--- src/rtl/traffic_light_ctrl.sv ---
// Two-way intersection controller: NS/EW phases with all-red clearance, EW car demand,
// latched pedestrian walk phase and a flashing-yellow fault mode.
module traffic_light_ctrl #(
  parameter int NS_GREEN_CYC = 8,
  parameter int EW_GREEN_CYC = 6,
  parameter int YELLOW_CYC   = 3,
  parameter int ALLRED_CYC   = 2,
  parameter int WALK_CYC     = 5,
  parameter int FLASH_HALF   = 4,
  parameter int CNT_W        = 8
) (
  input  logic       clk,
  input  logic       reset,
  input  logic       ew_car,
  input  logic       ped_req,
  input  logic       flash,
  output logic [2:0] ns_light,
  output logic [2:0] ew_light,
  output logic       walk,
  output logic       ped_wait,
  output logic [2:0] state_o
);

  typedef enum logic [2:0] {
    RED2  = 3'd0,
    NS_G  = 3'd1,
    NS_Y  = 3'd2,
    RED1  = 3'd3,
    EW_G  = 3'd4,
    EW_Y  = 3'd5,
    WALK  = 3'd6,
    FLASH = 3'd7
  } state_t;

  localparam logic [CNT_W-1:0] T_NSG    = CNT_W'(NS_GREEN_CYC - 1);
  localparam logic [CNT_W-1:0] T_EWG    = CNT_W'(EW_GREEN_CYC - 1);
  localparam logic [CNT_W-1:0] T_YEL    = CNT_W'(YELLOW_CYC - 1);
  localparam logic [CNT_W-1:0] T_ALLRED = CNT_W'(ALLRED_CYC - 1);
  localparam logic [CNT_W-1:0] T_WALK   = CNT_W'(WALK_CYC - 1);
  localparam logic [CNT_W-1:0] T_FLASH  = CNT_W'(FLASH_HALF - 1);
  localparam logic [CNT_W-1:0] ONE      = CNT_W'(1);

  localparam logic [2:0] L_RED = 3'b100;
  localparam logic [2:0] L_YEL = 3'b010;
  localparam logic [2:0] L_GRN = 3'b001;
  localparam logic [2:0] L_OFF = 3'b000;

  state_t           state;
  logic [CNT_W-1:0] timer;
  logic             blink;
  logic             expired;

  assign expired = (timer == '0);

  always_ff @(posedge clk or negedge reset) begin
    if (!reset) begin
      state    <= RED2;
      timer    <= T_ALLRED;
      blink    <= 1'b1;
      ped_wait <= 1'b0;
    end else begin
      if (ped_req) ped_wait <= 1'b1;
      if (flash && state != FLASH) begin
        state <= FLASH;
        timer <= T_FLASH;
        blink <= 1'b1;
      end else if (state == FLASH) begin
        if (!flash) begin
          state <= RED2;
          timer <= T_ALLRED;
          blink <= 1'b1;
        end else if (expired) begin
          blink <= ~blink;
          timer <= T_FLASH;
        end else begin
          timer <= timer - ONE;
        end
      end else if (!expired) begin
        timer <= timer - ONE;
      end else begin
        case (state)
          RED2: begin
            // Clearing here, after the set above, lets the walk entry win over a new press.
            if (ped_wait) begin
              state    <= WALK;
              timer    <= T_WALK;
              ped_wait <= 1'b0;
            end else begin
              state <= NS_G;
              timer <= T_NSG;
            end
          end
          NS_G: begin
            // Without demand NS green rests with the timer parked at zero.
            if (ew_car || ped_wait) begin
              state <= NS_Y;
              timer <= T_YEL;
            end
          end
          NS_Y: begin
            state <= RED1;
            timer <= T_ALLRED;
          end
          RED1: begin
            state <= EW_G;
            timer <= T_EWG;
          end
          EW_G: begin
            state <= EW_Y;
            timer <= T_YEL;
          end
          EW_Y: begin
            state <= RED2;
            timer <= T_ALLRED;
          end
          WALK: begin
            state <= NS_G;
            timer <= T_NSG;
          end
          default: begin
            state <= RED2;
            timer <= T_ALLRED;
          end
        endcase
      end
    end
  end

  // Lamps decode straight from the registered state so they change with state_o.
  always_comb begin
    ns_light = L_RED;
    ew_light = L_RED;
    walk     = 1'b0;
    case (state)
      NS_G:  ns_light = L_GRN;
      NS_Y:  ns_light = L_YEL;
      EW_G:  ew_light = L_GRN;
      EW_Y:  ew_light = L_YEL;
      WALK:  walk     = 1'b1;
      FLASH: begin
        ns_light = blink ? L_YEL : L_OFF;
        ew_light = blink ? L_YEL : L_OFF;
      end
      default: ;
    endcase
  end

  assign state_o = state;

endmodule
--- config.mk ---
export PLATFORM = sky130hd
export DESIGN_NAME = traffic_light_ctrl
export DESIGN_NICKNAME = d
export VERILOG_FILES = /design/src/rtl/traffic_light_ctrl.sv
export SDC_FILE = /design/constraint.sdc
export NUM_CORES = 1
export LEC_CHECK = 0
export BUFFER_PORTS_ARGS = -buffer_cell sky130_fd_sc_hd__buf_2
export CORE_MARGIN = 1.5
export CORE_UTILIZATION = 40
export DETAILED_ROUTE_END_ITERATION = 7
export SYNTH_ARGS = -nofsm -noshare
export SYNTH_HDL_FRONTEND = slang
export SYNTH_SLANG_ARGS = --single-unit
--- constraint.sdc ---
create_clock -name clk -period 2.1 [get_ports clk]
set_input_delay 0.105 -clock clk [delete_from_list [all_inputs] [get_ports clk]]
set_output_delay 0.105 -clock clk [all_outputs]
set_load 0.01 [all_outputs]
* After elaboration in Yosys (flattened, before gate mapping)
Cells that the tools add are included.
Widths: inputs -> output; s select.
** Operators by class
- Muxes and demuxes :: 29
- Eq/ne operators :: 12
- Add/subtract/negate cells :: 1
- $mul :: 0
- Reductions and logical operators :: 8
- Shift-type cells :: 0
- Divide/modulo/power cells :: 0
- Bitwise operators :: 1
- Order comparisons :: 0
** Operators by type and width (count)
- $mux 8 :: 6
- $pmux 8 s5 :: 1
- $mux 3 :: 6
- $pmux 3 s3 :: 2
- $pmux 3 s6 :: 1
- $eq 3x3->1 const B :: 4
- $mux 1 :: 11
- $logic_not 8->1 :: 1
- $sub 8x1->8 const B :: 1
- $eq 3x2->1 const B :: 2
- $ne 3x3->1 const B :: 2
- $ne 5x5->1 const B :: 1
- $mux 2 :: 2
- $ne 4x4->1 const B :: 1
- $eq 3x1->1 const B :: 1
- $logic_not 3->1 :: 1
- $ne 3x1->1 const B :: 1
- $reduce_and 3->1 :: 1
- $reduce_bool 3->1 :: 1
- $reduce_and 2->1 :: 1
- $reduce_bool 2->1 :: 1
- $logic_and 1x1->1 :: 1
- $logic_or 1x1->1 :: 1
- $not 1->1 :: 1
** Word-level totals
- Bits in writable memories :: 0
- Output and inout port bits :: 11
- Memories kept :: 0
- Latch bits :: 0
- Register bits after elaboration :: 13
- Memory bits (read-only) :: 0
- Logic and storage cells :: 55
- Bits of input ports :: 5

* Depth between registers and ports, before layout
Gate-level depths: netlist of the first run.
- Depth after elaboration :: 6
- Depth in mapped cells :: 6
- Mapped depth without buffers :: 5

* Worst setup path after synthesis of the first run
OpenSTA, ideal clock, no wires.
- Kind :: register to register
- Start :: register timer[0]
- End :: register state[2], in the netlist state_o[2]
- Setup time :: 0.086 ns
- Data required time :: 2.014 ns
- Stages on the path, launching flop included :: 7
- Arrival :: 1.510 ns
- Slack :: 0.504 ns
- Period minus slack after synthesis :: 1.596 ns
- Cell sequence :: dfstp_2 > inv_1 > ha_1 > and3_1 > buf_6 > maj3_2 > o221ai_2
** On the way
- Longest elaborated chain between the ends :: 3
** Ends and longest elaborated chain
- start: declaration :: RTL line 49 : logic [CNT_W-1:0] timer;
- start signal: assignment :: RTL line 76 : timer <= timer - ONE;
- start signal: assignment :: RTL line 79 : timer <= timer - ONE;
- $logic_not 8->1 :: RTL line 53 : assign expired = (timer == '0);
- $reduce_bool 3->1 (no source line)
- $reduce_and 3->1 (no source line)
- end signal: assignment :: RTL line 57 : state <= RED2;
- end signal: assignment :: RTL line 64 : state <= FLASH;
- end signal: assignment :: RTL line 69 : state <= RED2;
- end: declaration :: RTL line 48 : state_t state;
Every way passes these cells.
A chain may end at the register's enable or synchronous reset.

* Worst setup path after layout of the first run
- Start :: register timer[4]
- End :: register state[2], in the netlist state_o[2]
The elaborated chain is that of the path after synthesis.

==> results of run 1 <==
[power groups by stage]
stage | combinational, µW | sequential (µW) | clock, µW
final | 942 | 449 | 152
after global routing | 1040 | 460 | 178
after CTS | 935 | 448 | 157
after global placement | 920 | 450 | 0
after floorplan | 688 | 456 | 0
after detailed placement | 925 | 453 | 0
[path summary, 6_finish.rpt]
check,startpoint,to,slack [ns],cells after the start
max,timer[4],state_o[2],0.36,4
min,ped_req,ped_wait,0.09,3
max reg2reg,timer[4],state_o[2],0.36,4
min reg2reg,blink,blink,0.54,2
max in group asynchronous,reset,blink,1.58,2
min in group asynchronous,reset,state_o[2],0.23,2
[flip-flops by register name, summed over array words and instances (netlist names)]
register	count
blink	1
timer	8
state_o	3
ped_wait	1
[routing by layer]
layer | vias to the layer above | track usage, % | wire length (µm)
li1 | 407 | - | -
met1 | 402 | 25.1 | 1020
met2 | 39 | 26.9 | 937
met3 | 6 | 4.97 | 139
met4 | 0 | 4.82 | 20
met5 | - | 0 | 0
[through the flow]
stage,power [µW],hold WS (ns),worst slack [ns]
6_report,1540,0.0943,0.355
5_1_grt,1680,0.111,0.261
4_1_cts,1540,0.0998,0.344
3_5_place_dp,1380,0.00765,0.365
3_3_place_gp,1370,0.00469,0.434
2_1_floorplan,1140,-0.191,0.504
[worst max-delay path: stages (launching register included)]
cell	delay, ns
dfrtp_1	0.46
nor4_4	0.36
and3_1	0.43
maj3_2	0.29
o221ai_2	0.09
[cell type report]
type	count	area share (%)
well taps	28	3.28
flip-flops and latches	13	30.7
inverters	7	2.46
multi-input cells	78	51.0
repair buffers	19	10.1
clock buffers	4	2.46
[cells by family after synthesis]
kind of cell / after synthesis / share of synthesized area [%]
simple gates: 40 / 25.9
xor+xnor: 6 / 5.61
compound gates: 28 / 21.7
buf+inv: 13 / 6.82
mux: 1 / 1.07
flops: 13 / 35.0
fa+ha+maj: 3 / 3.88
[placed cells by master, fill, tap and decap left out, types with 2 or more instances in the layout]
master and instances:
nand2_1 9, ha_1 2, buf_2 15, xor2_1 4
buf_4 3, o221ai_1 2, a31oi_1 3, nor3_1 4
o211ai_1 2, xnor2_1 2, o21ai_0 3, inv_1 7
nor4_4 2, dfstp_2 2, a21oi_1 8, clkbuf_4 3
and3_1 3, nand3_1 3, dfrtp_1 11, nor2_1 11
==> impl_metrics.json, run 1 <==
{
  "final_layout_size_suffix_gt1_share_pct": 27.3,
  "design.core.area_um2": 2210,
  "worstSetupStartpointType": "register",
  "cts_tree": "yes",
  "grt_pass1_vias": 807,
  "antenna_found_initial": 0,
  "crit_path_max_fanout": 9,
  "multiInputGateArea_um2": 544,
  "hold_class": "primary input to register",
  "pwr-share-seq_pct": 29.1,
  "cts_resized": 0,
  "worstPathRequired_ns": 2.26,
  "setup-violations-final": 0,
  "routed_wl_um": 2120,
  "via_per_inst": 5.73,
  "netlist.area_leader.share_pct": 29.4,
  "ys_types": 41,
  "vias": 854,
  "p_int_uw": 807,
  "postCtsSetupRepairBufs": 0,
  "cts.htree.levels": 1,
  "grt_max_degree": 19,
  "fin_skew_ns": 0.00643,
  "dpl_cell_area_um2": 1030,
  "synth_edf_count": 0,
  "grt-ovfl-total": 0,
  "cts_made_buffers": 3,
  "ys_ff_latch": 13,
  "wl_per_cell_um": 14.2,
  "die-area_um2": 2640,
  "maxSlewHeadroom_pct": 75.9,
  "placed_cells": 144,
  "path_class": "register to register",
  "synth_cells": 104,
  "yosys.area.top_type": "dfrtp_1",
  "grt_pass1_wl_um": 3550,
  "power.net_switching_uw": 736,
  "post-dp-hpwl_um": 1560,
  "cts_buffer_depth": 2,
  "yosys-top-cells-area": "dfrtp_1 (29%), dfstp_2 (5.6%), nor4_4 (4.5%)",
  "clk_latency_ns": 0.28,
  "finalCritPeriodShare_pct": 83.1,
  "layout_min_cycle_time_ns": 1.74,
  "ios": 16,
  "endpoint_kind": "register",
  "worstPathArrival_ns": 1.90,
  "die_y_um": 51.4,
  "drv_cap": 0,
  "cts_root_buffer": "clkbuf_4",
  "power_density_nw_per_um2": 1450,
  "fillCellCount": 230,
  "ir_worst_vdd_uv": 631,
  "rows": 17,
  "swShare_pct": 47.7,
  "syn_to_final_growth_pct": 14.0,
  "finalSetupTns_ns": 0,
  "ant_nets": 0,
  "syn_area_um2": 936,
  "clkSlewWorstSetupHoldPaths_ns": 0.08,
  "seqCellArea_um2": 328,
  "hold_viol": 0,
  "status": "finished, final reports clean",
  "final_util_pct": 48.2,
  "clock-sinks": 13,
  "rsz0062_at_grt": "false",
  "place.gp.congestion": 0.883,
  "async_reset_ff_share_pct": 100,
  "grt_use_total_pct": 17.9,
  "worst_pin_slew_ns": 0.353,
  "nets": 129,
  "synth_common_cells": "dfrtp_1 (11), nor2_1 (11), nand2_1 (9)",
  "final_cell_area_um2": 1070,
  "p_comb_share_pct": 61.0,
  "dr.pass1.iters": 5,
  "report.final.slew_viol_count": 0,
  "diodes": 0,
  "drt_iter0_drc": 38,
  "cts_hold_buf": 1,
  "clock_power_share_pct": 9.8,
  "fmax_mhz": 573,
  "syn-num-nets": 111,
  "port_buffers": 15,
  "seq_area_frac_synth_pct": 35.0,
  "die_w_um": 51.4,
  "syn_area_per_cell_um2": 9.00,
  "yosys_most_used_dff": "dfrtp_1",
  "drc": 0,
  "yosys_warnings": 0,
  "leakagePower_uw": 0.000497,
  "final_cells": 149,
  "start_util_pct": 42.3
}
Note: power is estimated with default switching activity, not from simulation.
==> run 2, diff against run 1 <==
ABC_AREA = 1   (was default)
clock period = 1.6 ns   (was 2.1 ns; I/O delays follow)
==> run 2 against run 1 <==
Net effect:
- utilization rose by 1.1 points
- synthesized cell count increased by 20%
- largest power group unchanged
- global-route usage increased by 0.77 points
- clock skew down 0.0047 ns
- non-clock buffer count is the same
- sequential power up 33%
- cell area up 1.3%
- worst setup slack got worse by 0.26 ns
- count of clock-buffer cells in the layout unchanged
- wire length is essentially flat
==> impl_metrics.json, run 2 <==
{
  "nets": 155,
  "slowest_stage": "dfstp_2",
  "worstPathRequired_ns": 1.81,
  "ant_nets": 0,
  "fmax_mhz": 663,
  "worstSetupStartpointType": "register",
  "final_cells": 175,
  "via_per_inst": 5.19,
  "final_util_pct": 49.3,
  "grt_max_degree": 14,
  "synth-simple-area-share_pct": 37.8,
  "layout_commonest_cell": "nand2_1",
  "antenna_found_initial": 0,
  "syn-num-nets": 132,
  "status": "finished, final reports clean",
  "setup-violations-final": 0,
  "p_total_uw": 2010,
  "maxSlewHeadroom_pct": 79.5,
  "regMostFlops": "timer",
  "routed_wl_um": 2120,
  "layout_min_cycle_time_ns": 1.51,
  "synth.most_common_cell": "nand2_1",
  "cts_tree": "yes",
  "synth_cells": 125,
  "drv_cap": 0,
  "endpoint_kind": "register",
  "synth_common_cells": "nand2_1 (23), nor2_1 (17), inv_1 (16)",
  "die_w_um": 50.7,
  "hold_viol": 0,
  "dr.pass1.iters": 4,
  "synth_compound_gate_area_share_pct": 12.4,
  "hold_class": "primary input to register",
  "grt_use_total_pct": 18.7,
  "yosys_warnings": 0,
  "finalCritPeriodShare_pct": 94.3,
  "async_reset_ff_share_pct": 100,
  "drc": 0,
  "grt_pass1_wl_um": 3570,
  "max_stage_delay_ns": 0.52,
  "seq_area_frac_synth_pct": 36.0,
  "power_density_nw_per_um2": 1860,
  "leakagePower_uw": 0.000563,
  "ir_worst_vdd_uv": 1010,
  "clock-sinks": 13,
  "worstPathArrival_ns": 1.72,
  "place.gp.congestion": 0.853,
  "placed_cells": 169,
  "yosys_most_used_dff": "dfrtp_1",
  "cts_root_buffer": "clkbuf_4",
  "diodes": 0,
  "path_buf_inv": 2,
  "ys_types": 25,
  "rows": 17,
  "syn_area_um2": 911,
  "yosys-top-cells-area": "dfrtp_1 (30%), nand2_1 (9.5%), nor2_1 (7.0%)",
  "crit_chain": "inv_1 > ha_1 > nand2_2 > nor2_4 > buf_4 > a21oi_1 > o21ai_0 > nor2_1",
  "grt-ovfl-total": 0,
  "path_class": "register to register",
  "syn_to_final_growth_pct": 18.7,
  "ios": 16,
  "port_buffers": 15,
  "largest_reg_flops": 8,
  "vias": 908,
  "layout_common_cells": "nand2_1 (21), nor2_1 (16), inv_1 (15), buf_2 (15), nand3_1 (11)",
  "rsz0062_at_grt": "true",
  "cts_made_buffers": 3,
  "start_util_pct": 41.6,
  "crit_family": "flip-flops",
  "synth.area.mux_share_pct": 0,
  "yosys.area.top_type": "dfrtp_1",
  "design.core.area_um2": 2190,
  "netlist.area_leader.share_pct": 30.2,
  "die-area_um2": 2570,
  "post-dp-hpwl_um": 1640,
  "fin_skew_ns": 0.00174,
  "clk_latency_ns": 0.27,
  "syn_area_per_cell_um2": 7.29,
  "worst_pin_slew_ns": 0.308,
  "synth_top_family_by_area": "simple AND/OR/NAND/NOR gates",
  "drt_iter0_drc": 15,
  "synth_xor_area_share_pct": 2.88,
  "final_layout_size_suffix_gt1_share_pct": 28.6,
  "die_y_um": 50.7,
  "cts_buffer_depth": 2,
  "clkSlewWorstSetupHoldPaths_ns": 0.08,
  "synth_edf_count": 0,
  "grt_pass1_vias": 837,
  "dpl_worst_slack_ns": 0.0572,
  "setup_slack_ns": 0.0917,
  "wl_per_cell_um": 12.1,
  "synth_fa_ha_area_share_pct": 2.75,
  "cts.htree.levels": 1,
  "crit_path_max_fanout": 8,
  "report.final.slew_viol_count": 0,
  "ys_ff_latch": 13
}
## run 2: cell count changes after synthesis, sizes merged, moves of 4 or more
| cell | before | now |
|---|---|---|
| nand3 | 4 | 12 |
| buf | 5 | 1 |
| nand2 | 9 | 28 |
| o21ai | 5 | 11 |
| nand4 | 0 | 5 |
| inv | 7 | 18 |
| nor2 | 12 | 20 |
## run 2: final timing paths
path | from | to | slack, ns | cells past startpoint
min reg2reg | blink | blink | 0.51 | 2
min | ped_req | ped_wait | 0.04 | 3
max reg2reg | timer[0] | timer[4] | 0.09 | 8
min in group asynchronous | reset | state_o[2] | 0.22 | 2
max | timer[0] | timer[4] | 0.09 | 8
max in group asynchronous | reset | blink | 1.09 | 2
## run 2: area by class of cell
| type | count | area [µm²] |
|---|---|---|
| timing repair buffer | 19 | 108 |
| multi-input combinational | 93 | 515 |
| fill | 237 | 1110 |
| clock buffer | 4 | 26.3 |
| tap | 28 | 35.0 |
| sequential | 13 | 329 |
| inverter | 18 | 67.6 |
## run 2: cells by family (layout without fill, tap and decap cells)
logic type	count (synthesis)	in the layout
AO/OA/AOI/OAI	19	19
XOR/XNOR	3	3
adder cells (fa/ha/maj)	2	2
buffers and inverters	19	41
flip-flops	13	13
AND/OR/NAND/NOR	69	69
## run 2: per-layer routing
layer	track usage, %	part of all wire, %	vias up	routed length (µm)
met5	0	0	-	0
met3	2.98	5.5	2	117
li1	-	-	457	-
met2	31.1	49	32	1030
met4	9.01	0.66	0	14
met1	23.4	45	417	954
## run 2: where the power goes
group	internal [µW]	leakage (µW)	switching, µW
logic	452	0.000391	762
registers	457	0.000157	138
clock network	96.6	0.0000150	105
## run 2: worst reg2reg max path, stage by stage, from the launching register on
cell and delay [ns]:
dfstp_2 0.52, inv_1 0.09, ha_1 0.23, nand2_2 0.11, nor2_4 0.07, buf_4 0.14, a21oi_1 0.11, o21ai_0 0.09
nor2_1 0.09
## run 2: metrics by stage
stage	area, µm²	TNS, ns	hold WS (ns)
after CTS	1060	0	0.0408
after global routing	1080	-0.0133	0.0539
after detailed placement	1030	0	-0.00851
after floorplan	911	0	-0.216
final	1080	0	0.0396
after global placement	1030	0	-0.0153
## run 2: timing repair
action | CTS | global route
resized for setup | 0 | 5
setup endpoints to repair | 0 | 11
endpoints found under the hold margin | 13 | 0
buffers inserted | 0 | 1
hold buffers | 1 | 0
==> run 3, diff against run 2 <==
clock period = 1.89 ns   (was 1.6 ns; I/O delays follow)
==> run 3 against run 2 <==
Net effect:
- die area stayed put
- sequential cell count did not move
- clock skew up 0.0030 ns
- cell area down 2.9%
- register-to-register slack better by 0.27 ns
- sequential power is 13% lower
- critical path depth is 3 lower
- worst setup slack improved by 0.23 ns
- final cell count fell by 1.7%
- global-route usage fell by 0.17 points
- count of clock-buffer cells in the layout is the same
- critical endpoint is now ns_light[1]
- highest routed layer unchanged
==> impl_metrics.json, run 3 (synthesis gave the netlist of run 2 again) <==
{
  "status": "finished, final reports clean",
  "grt_max_degree": 14,
  "cts_tree": "yes",
  "path_class": "register to output port",
  "clkSlewWorstSetupHoldPaths_ns": 0.09,
  "cts.htree.levels": 1,
  "drc": 0,
  "start_util_pct": 41.6,
  "leakagePower_uw": 0.000546,
  "fillCellCount": 222,
  "cts_made_buffers": 3,
  "power.net_switching_uw": 845,
  "syn_to_final_growth_pct": 15.2,
  "finalSetupTns_ns": 0,
  "final_layout_size_suffix_gt1_share_pct": 23.6,
  "drt_iter0_drc": 16,
  "die_y_um": 50.7,
  "worstSetupStartpointType": "register",
  "diodes": 0,
  "cts_buffer_depth": 2,
  "fmax_mhz": 637,
  "design.core.area_um2": 2190,
  "maxSlewHeadroom_pct": 75.9,
  "hold_viol": 0,
  "power_density_nw_per_um2": 1590,
  "hold_class": "primary input to register",
  "cts_root_buffer": "clkbuf_4",
  "rrSetupSlack_ns": 0.36,
  "grt_pass1_wl_um": 3550,
  "grt-ovfl-total": 0,
  "p_comb_share_pct": 58.1,
  "worst_pin_slew_ns": 0.362,
  "clk_latency_ns": 0.28,
  "p_int_uw": 823,
  "grt_pass1_vias": 799,
  "rsz0062_at_grt": "false",
  "ant_nets": 0,
  "post-dp-hpwl_um": 1590,
  "vias": 874,
  "postCtsSetupRepairBufs": 0,
  "layout_commonest_cell": "nand2_1",
  "ir_worst_vdd_uv": 715,
  "routed_wl_um": 2040,
  "grt_use_total_pct": 18.5,
  "dr.pass1.iters": 4,
  "setup-violations-final": 0,
  "finalCritPeriodShare_pct": 83.0,
  "place.gp.congestion": 0.903,
  "regMostFlops": "timer",
  "setup_slack_ns": 0.321,
  "endpoint_kind": "output port",
  "pwr-share-seq_pct": 31.0,
  "clock-sinks": 13,
  "via_per_inst": 5.08,
  "clock_power_share_pct": 10.9,
  "ios": 16,
  "antenna_found_initial": 0,
  "die_w_um": 50.7,
  "port_buffers": 15,
  "die-area_um2": 2570,
  "worstPathArrival_ns": 1.47,
  "dpl_worst_slack_ns": 0.355,
  "swShare_pct": 50.7,
  "fin_skew_ns": 0.00470,
  "nets": 152,
  "layout_min_cycle_time_ns": 1.57,
  "wl_per_cell_um": 11.9,
  "layout_common_cells": "nand2_1 (23), nor2_1 (17), inv_1 (16)",
  "crit_path_max_fanout": 10,
  "drv_cap": 0,
  "worstPathRequired_ns": 1.80,
  "largest_reg_flops": 8,
  "report.final.slew_viol_count": 0,
  "rows": 17
}
-- run 3: what timing repair did --
action | in CTS | in global routing
setup endpoints to repair | 0 | 0
hold endpoints to repair | 13 | 0
gates resized for setup | 0 | 0
hold buffers | 1 | 0
-- run 3: power by group through the flow --
| stage | clock network [µW] | registers (µW) | logic (µW) |
|---|---|---|---|
| after floorplan | 0 | 485 | 743 |
| final | 182 | 517 | 970 |
| after global routing | 205 | 535 | 1100 |
| after CTS | 189 | 516 | 976 |
| after detailed placement | 0 | 521 | 970 |
| after global placement | 0 | 515 | 965 |
-- run 3: metal layers --
metal / up-vias / GRT usage, % / part of all wire, %
li1: 448 / - / -
met1: 406 / 25.3 / 51
met2: 18 / 28.3 / 44
met3: 2 / 2.68 / 3.3
met4: 0 / 9.46 / 0.83
met5: - / 0 / 0
-- run 3: worst max-delay path: stages (launching register included) --
cell and delay, ns:
dfrtp_1 0.57, nand2_2 0.13, nor2_4 0.14, inv_2 0.07, o21ai_0 0.14, buf_2 0.15
-- run 3: path summary, 6_finish.rpt --
check,start,to,cells past startpoint
hold reg to reg,blink,blink,2
hold / removal,ped_req,ped_wait,3
max in group asynchronous,reset,timer[0],2
min in group asynchronous,reset,state_o[0],2
setup reg to reg,timer[0],state_o[2],7
setup / recovery,state_o[2],ns_light[1],5
-- run 3: cell type report --
type,instances,area [µm²],area share [%]
multi-input combinational,93,508,48.4
sequential,13,328,31.2
clock buffer,4,26.3,2.50
timing repair buffer,16,85.1,8.10
tap,28,35.0,3.34
inverter,18,67.6,6.44
-- run 3: through the flow --
stage               util (%)  area [µm²]  total power (µW)  hold WS, ns  cells
floorplan                  -         911              1230       -0.201    125
CTS                     47.9        1050              1680       0.0451    172
detailed placement      46.3        1010              1490       0.0134    167
global route            47.9        1050              1840       0.0722    172
finish                  47.9        1050              1670       0.0452    172
global placement        46.3        1010              1480      0.00595    167
